--- config.mk ---
export PLATFORM = sky130hd
export DESIGN_NAME = lmac_fcs_ctrl
export DESIGN_NICKNAME = d
export VERILOG_FILES = /design/src/rtl/lmac_fcs_pkg.sv /design/src/rtl/lmac_fcs_ctrl_crc32_d8_step.sv /design/src/rtl/lmac_fcs_ctrl.sv
export SDC_FILE = /design/constraint.sdc
export NUM_CORES = 1
export LEC_CHECK = 0
export BUFFER_PORTS_ARGS = -buffer_cell sky130_fd_sc_hd__buf_2
export CORE_ASPECT_RATIO = 0.9
export CORE_UTILIZATION = 50
export DETAILED_ROUTE_END_ITERATION = 10
export PLACE_DENSITY_LB_ADDON = 0.05
export SYNTH_ARGS = -nofsm -noshare
export SYNTH_HDL_FRONTEND = slang
export SYNTH_SLANG_ARGS = --single-unit
--- constraint.sdc ---
create_clock -name clk -period 5.1 [get_ports clk]
set_input_delay 1.02 -clock clk [delete_from_list [all_inputs] [get_ports clk]]
set_output_delay 1.02 -clock clk [all_outputs]
set_load 0.02 [all_outputs]
--- src/rtl/lmac_fcs_pkg.sv ---
// Shared constants, types and helpers for the Ethernet FCS sequencer.
package lmac_fcs_pkg;

  localparam int unsigned DATA_W = 32;
  localparam int unsigned BCNT_W = 2;

  localparam logic [31:0] CRC32_POLY    = 32'h04C1_1DB7;
  localparam logic [31:0] CRC32_INIT    = 32'hFFFF_FFFF;
  localparam logic [31:0] CRC32_RESIDUE = 32'hDEBB_20E3;

  typedef enum logic [1:0] {
    IDLE,
    FRAME,
    APPEND
  } state_e;

  typedef struct packed {
    logic [DATA_W-1:0] data;
    logic              sof;
    logic              eof;
    logic [BCNT_W-1:0] bcnt;
  } beat_t;

  // Bit-reverse a 32-bit word (normal polynomial -> LSB-first form).
  function automatic logic [31:0] reflect32(input logic [31:0] v);
    logic [31:0] r;
    r = '0;
    for (int i = 0; i < 32; i++) r[i] = v[31-i];
    return r;
  endfunction

  // Beat byte-count encoding: 0 means a full 4-byte beat.
  function automatic logic [2:0] bcnt_bytes(input logic [BCNT_W-1:0] bcnt);
    return (bcnt == 2'd0) ? 3'd4 : {1'b0, bcnt};
  endfunction

endpackage

--- src/rtl/lmac_fcs_ctrl_crc32_d8_step.sv ---
// One byte of reflected CRC-32 update (LSB of the byte enters first).
module crc32_d8_step
  import lmac_fcs_pkg::*;
(
  input  logic [31:0] crc_in,
  input  logic [7:0]  data_in,
  output logic [31:0] crc_out
);

  localparam logic [31:0] POLY_R = reflect32(CRC32_POLY);

  logic [31:0] crc_w;

  always_comb begin
    crc_w = crc_in ^ {24'd0, data_in};
    for (int i = 0; i < 8; i++) begin
      crc_w = crc_w[0] ? ((crc_w >> 1) ^ POLY_R) : (crc_w >> 1);
    end
    crc_out = crc_w;
  end

endmodule

--- src/rtl/lmac_fcs_ctrl.sv ---
// Frame sequencer for the FCS datapath: appends FCS in generate mode,
// checks the CRC residue in check mode, behind a 1-cycle register slice.
module lmac_fcs_ctrl
  import lmac_fcs_pkg::*;
#(
  parameter logic [31:0] CRC_INIT    = CRC32_INIT,
  parameter logic [31:0] CRC_RESIDUE = CRC32_RESIDUE,
  parameter int unsigned CNT_W       = 16
) (
  input  logic              clk,
  input  logic              rst,
  input  logic              cfg_check,
  input  logic              s_valid,
  output logic              s_ready,
  input  logic [DATA_W-1:0] s_data,
  input  logic              s_sof,
  input  logic              s_eof,
  input  logic [BCNT_W-1:0] s_bcnt,
  output logic              m_valid,
  input  logic              m_ready,
  output logic [DATA_W-1:0] m_data,
  output logic              m_sof,
  output logic              m_eof,
  output logic [BCNT_W-1:0] m_bcnt,
  output logic [31:0]       crc_value,
  output logic              stat_valid,
  output logic              stat_crc_err,
  output logic [CNT_W-1:0]  frame_cnt,
  output logic [CNT_W-1:0]  err_cnt
);

  state_e            state_q, state_d;
  logic              mode_q, mode_d;
  logic [31:0]       crc_q, crc_d;
  beat_t             out_q, out_d;
  logic              m_valid_q, m_valid_d;
  logic [DATA_W-1:0] hold_data_q, hold_data_d;
  logic [BCNT_W-1:0] hold_bcnt_q, hold_bcnt_d;
  logic [31:0]       crc_value_q, crc_value_d;
  logic              stat_valid_q, stat_valid_d;
  logic              stat_err_q, stat_err_d;
  logic [CNT_W-1:0]  frame_cnt_q, frame_cnt_d;
  logic [CNT_W-1:0]  err_cnt_q, err_cnt_d;

  logic              out_free;
  logic              accept;
  logic              frame_mode;
  logic [31:0]       crc_base;
  logic [31:0]       tap [0:4];
  logic [31:0]       crc_tap;
  logic [31:0]       fcs;
  logic [2:0]        n_bytes;
  logic [5:0]        lane_sh;
  logic [5:0]        rem_sh;
  logic [DATA_W-1:0] data_kept;
  logic [DATA_W-1:0] merged;
  logic [DATA_W-1:0] extra;

  assign out_free   = !m_valid_q || m_ready;
  assign s_ready    = (state_q != APPEND) && out_free;
  assign accept     = s_valid && s_ready;
  assign frame_mode = s_sof ? cfg_check : mode_q;
  assign crc_base   = ((state_q == IDLE) || s_sof) ? CRC_INIT : crc_q;

  // Four chained byte steps, lane 0 first.
  assign tap[0] = crc_base;
  for (genvar g = 0; g < 4; g++) begin : g_step
    crc32_d8_step u_step (
      .crc_in  (tap[g]),
      .data_in (s_data[8*g +: 8]),
      .crc_out (tap[g+1])
    );
  end

  always_comb begin
    crc_tap = tap[4];
    if (s_eof) begin
      case (s_bcnt)
        2'd1:    crc_tap = tap[1];
        2'd2:    crc_tap = tap[2];
        2'd3:    crc_tap = tap[3];
        default: crc_tap = tap[4];
      endcase
    end
  end

  // FCS lane placement: first part fills the EOF tail, remainder goes to the extra beat.
  assign fcs       = ~crc_tap;
  assign n_bytes   = bcnt_bytes(s_bcnt);
  assign lane_sh   = {n_bytes, 3'b000};
  assign rem_sh    = 6'd32 - lane_sh;
  assign data_kept = s_data & (32'hFFFF_FFFF >> rem_sh);
  assign merged    = data_kept | (fcs << lane_sh);
  assign extra     = fcs >> rem_sh;

  always_comb begin
    state_d      = state_q;
    mode_d       = mode_q;
    crc_d        = crc_q;
    out_d        = out_q;
    m_valid_d    = m_valid_q;
    hold_data_d  = hold_data_q;
    hold_bcnt_d  = hold_bcnt_q;
    crc_value_d  = crc_value_q;
    stat_valid_d = 1'b0;
    stat_err_d   = 1'b0;
    frame_cnt_d  = frame_cnt_q;
    err_cnt_d    = err_cnt_q;

    if (out_free) m_valid_d = 1'b0;

    case (state_q)
      APPEND: begin
        if (out_free) begin
          m_valid_d = 1'b1;
          out_d     = '{data: hold_data_q, sof: 1'b0, eof: 1'b1, bcnt: hold_bcnt_q};
          state_d   = IDLE;
        end
      end
      default: begin
        // Non-SOF beats while idle are accepted and dropped.
        if (accept && ((state_q == FRAME) || s_sof)) begin
          mode_d    = frame_mode;
          m_valid_d = 1'b1;
          out_d     = '{data: s_data, sof: s_sof, eof: 1'b0, bcnt: 2'd0};
          if (!s_eof) begin
            crc_d   = tap[4];
            state_d = FRAME;
          end else begin
            crc_d        = CRC_INIT;
            crc_value_d  = fcs;
            stat_valid_d = 1'b1;
            if (frame_cnt_q != '1) frame_cnt_d = frame_cnt_q + CNT_W'(1);
            if (frame_mode) begin
              out_d.data = data_kept;
              out_d.eof  = 1'b1;
              out_d.bcnt = s_bcnt;
              stat_err_d = (crc_tap != CRC_RESIDUE);
              if (stat_err_d && (err_cnt_q != '1)) err_cnt_d = err_cnt_q + CNT_W'(1);
              state_d    = IDLE;
            end else begin
              out_d.data  = merged;
              hold_data_d = extra;
              hold_bcnt_d = s_bcnt;
              state_d     = APPEND;
            end
          end
        end
      end
    endcase
  end

  always_ff @(posedge clk or negedge rst) begin
    if (!rst) begin
      state_q      <= IDLE;
      mode_q       <= 1'b0;
      crc_q        <= CRC_INIT;
      out_q        <= '0;
      m_valid_q    <= 1'b0;
      hold_data_q  <= '0;
      hold_bcnt_q  <= '0;
      crc_value_q  <= '0;
      stat_valid_q <= 1'b0;
      stat_err_q   <= 1'b0;
      frame_cnt_q  <= '0;
      err_cnt_q    <= '0;
    end else begin
      state_q      <= state_d;
      mode_q       <= mode_d;
      crc_q        <= crc_d;
      out_q        <= out_d;
      m_valid_q    <= m_valid_d;
      hold_data_q  <= hold_data_d;
      hold_bcnt_q  <= hold_bcnt_d;
      crc_value_q  <= crc_value_d;
      stat_valid_q <= stat_valid_d;
      stat_err_q   <= stat_err_d;
      frame_cnt_q  <= frame_cnt_d;
      err_cnt_q    <= err_cnt_d;
    end
  end

  assign m_valid      = m_valid_q;
  assign m_data       = out_q.data;
  assign m_sof        = out_q.sof;
  assign m_eof        = out_q.eof;
  assign m_bcnt       = out_q.bcnt;
  assign crc_value    = crc_value_q;
  assign stat_valid   = stat_valid_q;
  assign stat_crc_err = stat_err_q;
  assign frame_cnt    = frame_cnt_q;
  assign err_cnt      = err_cnt_q;

endmodule

# --- After elaboration in Yosys (flattened, before gate mapping) ---
# Index checks and enable logic that the tools add are counted.
op_classes:
  add_sub_neg: 3
  eq_ne: 10
  n_shift: 3
  muxes: 61
  n_bitwise: 41
  n_reduce_logical: 17
op_table:
  columns: ["op", "n"]
  rows:
  - ["$mux W32", 37]
  - ["$not A13 Y14", 32]
  - ["$xor A32 B8 Y32", 4]
  - ["$mux W36", 3]
  - ["$pmux W32 S3", 1]
  - ["$add A16 B1 Y16 const B", 2]
  - ["$and A32 B32 Y32", 1]
  - ["$ne A16 B16 Y1 const B", 2]
  - ["$ne A32 B32 Y1 const B", 1]
  - ["$not A32 Y32", 1]
  - ["$or A32 B32 Y32", 1]
  - ["$shl A32 B6 Y32", 1]
  - ["$shr A32 B6 Y32", 1]
  - ["$shr A32 B6 Y32 const A", 1]
  - ["$mux W1", 12]
  - ["$mux W2", 5]
  - ["$mux W3", 3]
  - ["$reduce_and A4 Y1", 2]
  - ["$eq A2 B2 Y1 const B", 3]
  - ["$sub A6 B6 Y6 const A", 1]
  - ["$reduce_and A5 Y1", 1]
  - ["$eq A2 B1 Y1 const B", 2]
  - ["$logic_and A1 B1 Y1", 4]
  - ["$logic_not A2 Y1", 2]
  - ["other kinds (7)", 12]
word_totals:
  ff_bits: 172
  out_inout_bits: 104
  word_cells: 150

# --- Longest topological paths before layout ---
logic_depth:
  depth_word: 80
  depth_mapped: 21
  ltp_nobuf: 15

# --- By module ---
# Synthesis repeated with hierarchy kept, for this count alone.
unflattened:
  hier_cells: 1316
  area_unflattened_um2: 13032.5
modules_own_cells:
  columns: ["mod", "n_inst", "cells_per_inst", "area_per_inst_um2", "seq_area_each_um2"]
  rows:
  - ["lmac_fcs_ctrl", 1, 1056, 9178.8, 4344.2]
  - ["crc32_d8_step", 4, 65, 963.4, 0.0]

# --- Worst setup path after synthesis ---
# Ideal clock, no wire load.
synth_timing:
  path_kind: "input to register"
  startpoint: "input s_data[4]"
  endpoint: "register err_cnt_q[11], in the netlist err_cnt[11]"
  t_arrival_ns: 5.549
  t_required_ns: 4.966
  slack_ns: -0.583
  stages: 17
  path_buffers: 3
  cell_sequence: "buf_2 xnor2_1 xnor2_4 xnor3_2 xnor3_1 xor3_2 xnor2_4 xnor2_4 xor2_1 o21ai_0 a2111o_1 nor4_1 and4b_1 buf_4 buf_6 a211oi_2 xor2_1"
synth_between:
  elab_chain_cells: 54
synth_lines:
  columns: ["element", "line", "source"]
  rows:
  - ["start: declaration", "lmac_fcs_ctrl.sv:15", "input logic [DATA_W-1:0] s_data,"]
  - ["$xor A32 B8 Y32 (*)", "lmac_fcs_ctrl_crc32_d8_step.sv:15", "crc_w = crc_in ^ {24'd0, data_in};"]
  - ["$mux W32 (*) (5 in a row)", "lmac_fcs_ctrl_crc32_d8_step.sv:17", "crc_w = crc_w[0] ? ((crc_w >> 1) ^ POLY_R) : (crc_w >> 1);"]
  - ["$not A13 Y14 (no source line)", null, null]
  - ["$mux W32 (*)", "lmac_fcs_ctrl_crc32_d8_step.sv:17", null]
  - ["$not A13 Y14 (no source line)", null, null]
  - ["$mux W32 (*) (2 in a row)", "lmac_fcs_ctrl_crc32_d8_step.sv:17", null]
  - ["$xor A32 B8 Y32", "lmac_fcs_ctrl_crc32_d8_step.sv:15", null]
  - ["$not A13 Y14 (no source line)", null, null]
  - ["(+30 left out)", null, null]
  - ["$mux W32 (3 in a row)", "lmac_fcs_ctrl_crc32_d8_step.sv:17", null]
  - ["$not A13 Y14 (no source line)", null, null]
  - ["$mux W32 (2 in a row)", "lmac_fcs_ctrl_crc32_d8_step.sv:17", null]
  - ["$pmux W32 S3", "lmac_fcs_ctrl.sv:78", "case (s_bcnt)"]
  - ["$mux W32 (*)", "lmac_fcs_ctrl.sv:77", "if (s_eof) begin"]
  - ["$ne A32 B32 Y1 (*)", "lmac_fcs_ctrl.sv:138", "stat_err_d = (crc_tap != CRC_RESIDUE);"]
  - ["$logic_and A1 B1 Y1 (*)", "lmac_fcs_ctrl.sv:139", "if (stat_err_d && (err_cnt_q != '1)) err_cnt_d = err_cnt_q + CNT_W'(1);"]
  - ["$reduce_and A5 Y1 (no source line) (*)", null, null]
  - ["end signal: assignment", "lmac_fcs_ctrl.sv:179", "err_cnt_q <= err_cnt_d;"]
  - ["end: declaration", "lmac_fcs_ctrl.sv:43", "logic [CNT_W-1:0] err_cnt_q, err_cnt_d;"]
# Every way passes the cells marked *; elsewhere a longest branch is shown, timed or not.
# A chain may end at the register's enable or synchronous reset.

# --- Worst setup path after layout ---
layout_timing:
  startpoint: "input s_sof"
  endpoint: "register err_cnt_q[8], in the netlist err_cnt[8]"
layout_between:
  elab_chain_cells: 56
layout_lines:
  columns: ["element", "line", "source"]
  rows:
  - ["start: declaration", "lmac_fcs_ctrl.sv:16", "input logic s_sof,"]
  - ["$logic_or A1 B1 Y1", "lmac_fcs_ctrl.sv:63", "assign crc_base = ((state_q == IDLE) || s_sof) ? CRC_INIT : crc_q;"]
  - ["$mux W32", "lmac_fcs_ctrl.sv:63", null]
  - ["$xor A32 B8 Y32", "lmac_fcs_ctrl_crc32_d8_step.sv:15", null]
  - ["$mux W32 / $not A13 Y14 (equally long branches)", null, null]
  - ["$not A13 Y14 (no source line) / $mux W32 (equally long branches)", null, null]
  - ["$mux W32 / $not A13 Y14 (equally long branches)", null, null]
  - ["$not A13 Y14 (no source line) / $mux W32 (equally long branches)", null, null]
  - ["$mux W32 / $not A13 Y14 (equally long branches) (3 in a row)", null, null]
  - ["(+35 left out)", null, null]
  - ["$not A13 Y14 (no source line) / $mux W32 (equally long branches)", null, null]
  - ["$mux W32 / $not A13 Y14 (equally long branches) (4 in a row)", null, null]
  - ["$mux W32", "lmac_fcs_ctrl_crc32_d8_step.sv:17", null]
  - ["$pmux W32 S3", "lmac_fcs_ctrl.sv:78", null]
  - ["$mux W32", "lmac_fcs_ctrl.sv:77", null]
  - ["$ne A32 B32 Y1", "lmac_fcs_ctrl.sv:138", null]
  - ["$logic_and A1 B1 Y1", "lmac_fcs_ctrl.sv:139", null]
  - ["$reduce_and A5 Y1 (no source line) (*)", null, null]
# Marks and branches as above.

==> metrics.md <==
| Metric | Value |
|---|---|
| Outcome | finished with violations |
| Failing checks | negative setup slack |
| Total Wirelength | 60.97 mm |
| Top FF cell, synth | dfrtp_1 |
| Total Routing Usage GR | 0.4055 |
| Mux share of post-synthesis cell area | 0.008689 |
| Library cells used by synthesis | 82 |
| Worst r2r src | crc_q[0] |
| Worst hold path type | flip-flop to flip-flop |
| Kind of critical path | primary input to flip-flop |
| Crit path arrival time | 5.83 ns |
| DR WL/cell | 25.27 µm |
| Filler cell count | 2,107 |
| H-Tree Depth | 4 |
| Skew final | 0.009061 ns |
| Initial Util | 0.5089 |
| Fin util | 0.7422 |
| Seq/Total Area, Yosys | 0.2958 |
| Peak Freq | 0.1830 GHz |
| Clk Latency, worst-skew pair | 0.44 ns |
| Storage cell area | 4344 µm² |
| XOR/XNOR Fraction of Synth Area | 0.3825 |
| Max Buffers Root-to-Sink | 2 |
| Reg-to-Reg End | err_cnt[8] |
| Total CTS buffers | 17 |
| Area growth, synth to finish | 45.85% |
| Chip Width | 182.7 µm |
| IO Count | 145 |
| Setup violators final | 44 |
| Post-synthesis compound-gate area fraction | 0.1679 |
| DRT Pass-1 Iters | 5 |
| Post-Syn Area per Cell | 10.15 µm² |
| Rows | 59 |
| Placer Congestion | between 1 and 1.5 |
| Post-CTS Hold Buffers | 0 |
| Dpl hpwl | roughly 47 mm |
| Most frequent CP cell | buf_4 |
| DP Worst Slack | -1.013 ns |
| Die area | between 30,000 and 40,000 µm² |
| Clk sink count | between 150 and 200 |
| Initial DRC count | 1,627 |
| Cell area after synthesis | roughly 15,000 µm² |
| Tmin final | 5.465 ns |
| Share of cells above drive strength 1 | 0.4774 |
| Worst Setup Start Kind | primary input |
| Chip Height | 164.6 µm |
| Yosys warnings | 0 |
| Initial antenna violation count | 0 |
| Post-synth ARST share | 1.000 |
| Worst Hold Path EP | m_data[0] |
| Crit-path cells | buf_8, o21bai_4, buf_4, buf_16, nor2_4, buf_4, buf_4, xor2_4, xnor2_4, buf_4, xnor3_2, xnor3_2, xnor2_4, xnor2_1, buf_4, xor3_2, mux2i_2, nor3_1, and4b_2, buf_4, buf_8, a2111oi_4, xor2_1 |
| Post-synth EDFFs | 0 |
| WP data required | around 5.5 ns |
| Max_slew headroom | 0.08015 |
| Final hold vios | 0 |
| Worst hold margin | 0.4717 ns |
| # port buffers | 144 |
| Worst Path Max Fanout | 7 |
| Vias in the first global route | 13,259 |
| Drt drc | 0 |
| Worst-path cell with the longest stage delay | xor3_2 |
| Core Box Area | 28,860 µm² |
| Ant diodes | 0 |
| Synth Register Bits | ~170 |
| Post-Syn Nets | 1,495 |
| Worst Tran Pin Value | between 1 and 1.5 ns |
| Cells after Synth | 1,447 |
| Multi-input gate area | ~11,000 µm² |
| RSZ-0062 raised after global routing | yes |
| Worst path max stage delay | 0.48 ns |
| TritonCTS clock tree | yes |
| R2r setup slk | -0.19 ns |
| Final #Nets | 2,055 |
| Overflow after GRT | 0 |
| WHS Path Cells | 2 |
| Period utilization | 1.071 |
| Synth Area in Simple Gates | 0.1070 |
| Total number of vias | 14,014 |
| Adder-cell share of the synthesized area | 0.005963 |
| Reg2Reg Depth | 17 |
| Worst Hold Launch | m_data[0] |
| Family with the most delay on the worst path | XOR/XNOR gates |
| First-pass GRT wire length | between 80 and 90 mm |
| Post-route setup slack | -0.3646 ns |
| Clock Root Buffer | clkbuf_16 |
| Vias per cell | approximately 5.8 |
| Buf+Inv Stages, Crit Path | 9 |
| Largest net degree at the start of global routing | 99 |
| MaxCap Viol Count | 0 |
| Main combinational cell family by area after synthesis | XOR/XNOR gates |
| Clock-pin slew on the worst setup and hold paths | around 0.070 ns |
| Max Slew Vio Count | 0 |
| Final ANT Viol Nets | 0 |
| Setup crit end kind | flip-flop |
## cell type report
class | instances | share of cell area
Multi-Input combinational cell | 1169 | 0.5222
Timing Repair Buffer | 634 | 0.2237
Sequential cell | 172 | 0.2028
Tap cell | 396 | 0.02313
Clock buffer | 23 | 0.02278
Clock inverter | 6 | 0.002979
Inverter | 13 | 0.002395
## per-layer routing
metal  wire length [µm]  up-vias  GRT usage
li1                   -     6162          -
met2              25970      839     0.5815
met5                  0        -          0
met3               7617       88     0.1297
met4               1727        0     0.1310
met1              25650     6925     0.5771
## Yosys cell counts (6+ instances only)
master,instances,area (µm²)
o211ai_1,10,75.07
a222oi_1,7,70.07
dfrtp_1,140,3503
xor2_1,77,674.4
nor2_1,108,405.4
buf_2,12,60.06
a211oi_1,13,97.59
clkbuf_1,68,255.2
mux2i_1,9,90.09
and3_1,6,37.54
o31ai_1,10,75.07
a21o_1,6,45.04
xnor2_1,219,1918
xor3_1,14,332.8
nor2_4,6,67.56
xnor2_4,15,412.9
nand2_1,161,604.3
a221oi_1,15,131.4
a21oi_1,77,385.4
nand4_1,7,43.79
a211oi_2,9,112.6
inv_1,12,45.04
nor2b_1,6,37.54
nand3_1,19,95.09
a221o_1,9,90.09
nor3_1,9,45.04
and2_1,6,37.54
ha_1,7,87.58
a22o_1,9,78.83
xnor3_2,16,380.4
o21a_1,9,67.56
xnor3_1,66,1486
nand2b_1,9,56.30
o22a_1,20,175.2
dfstp_2,32,840.8
xnor2_2,8,130.1
xor2_2,6,97.59
o21ai_0,125,625.6
## through the flow
step                      TNS [ns]  instance area (µm²)  std cells
final                       -8.483                21420       2413
after detailed placement    -51.38                18890       2299
after global placement      -48.57                18890       2299
after global routing        -13.76                21420       2413
after CTS                   -4.715                20670       2387
after floorplan             -6.812                14910       1447
## cell usage in the layout, fill, tap and decap left out, types with 9 or more instances in the layout
cell,instances
buf_4,433
xnor2_1,175
nand2_1,155
buf_2,142
dfrtp_1,140
nor2_1,88
o21ai_0,78
xor2_1,64
a21oi_1,60
xnor3_1,44
buf_6,40
xnor2_2,39
xnor3_2,38
o21ai_1,37
dfstp_2,32
xnor2_4,28
o22a_1,20
nand3_1,18
clkbuf_16,17
nor2_2,15
a211oi_2,15
a21oi_2,15
nor2_4,14
xor2_4,13
buf_12,13
inv_1,11
xor2_2,10
xor3_2,10
o211ai_1,10
nand2b_1,9
o21a_1,9
a22o_1,9
a221o_1,9
o21ai_2,9
## cell families (layout without fill, tap and decap cells)
kind of cell | count (synthesis) | in the layout
buffers and inverters | 106 | 676
xor gates and xnor gates | 428 | 428
AOI/OAI and AO/OA | 367 | 367
and+or+nand+nor | 355 | 355
muxes | 12 | 12
adders and majority gates | 7 | 7
DFF | 172 | 172
## sequential cells by signal, indices dropped and copies added (netlist names)
name	cells
m_eof	1
m_data	32
frame_cnt	16
stat_crc_err	1
hold_data_q	32
crc_value	32
mode_q	1
err_cnt	16
stat_valid	1
crc_q	32
m_valid	1
state_q	2
hold_bcnt_q	2
m_sof	1
m_bcnt	2
## worst reg2reg max path, stage by stage, from the launching register on
cell,delay [ns]
dfstp_2,0.66
xnor2_1,0.27
nor2_4,0.05
xor3_2,0.41
xnor3_2,0.50
buf_4,0.20
xor3_2,0.41
xnor3_2,0.48
xnor2_1,0.17
buf_4,0.14
xor3_2,0.48
mux2i_2,0.25
nor3_1,0.10
and4b_2,0.29
buf_4,0.15
buf_8,0.14
a2111oi_4,0.32
xor2_1,0.18
## how the worst max path moves through the flow
stage	from	endpoint	slack (ns)	depth (start not counted)
6_report	s_sof	err_cnt[8]	-0.36	23
5_1_grt	s_sof	err_cnt[3]	-0.50	21
4_1_cts	s_sof	err_cnt[1]	-0.27	20
3_5_place_dp	s_sof	err_cnt[1]	-1.01	20
3_3_place_gp	s_sof	err_cnt[15]	-0.98	22
2_1_floorplan	s_sof	err_cnt[4]	-0.43	17
## what timing repair did
| action | in CTS | in global routing |
|---|---|---|
| setup endpoints to repair | 66 | 70 |
| setup buffers | 60 | 32 |
| endpoints found under the hold margin | 0 | 0 |
| pin swaps | 61 | 79 |
| gates resized for setup | 147 | 152 |
| cloned | 4 | 0 |
Power is not shown: default switching activity piles up to over one toggle a cycle in this logic, so the estimate is an artifact.
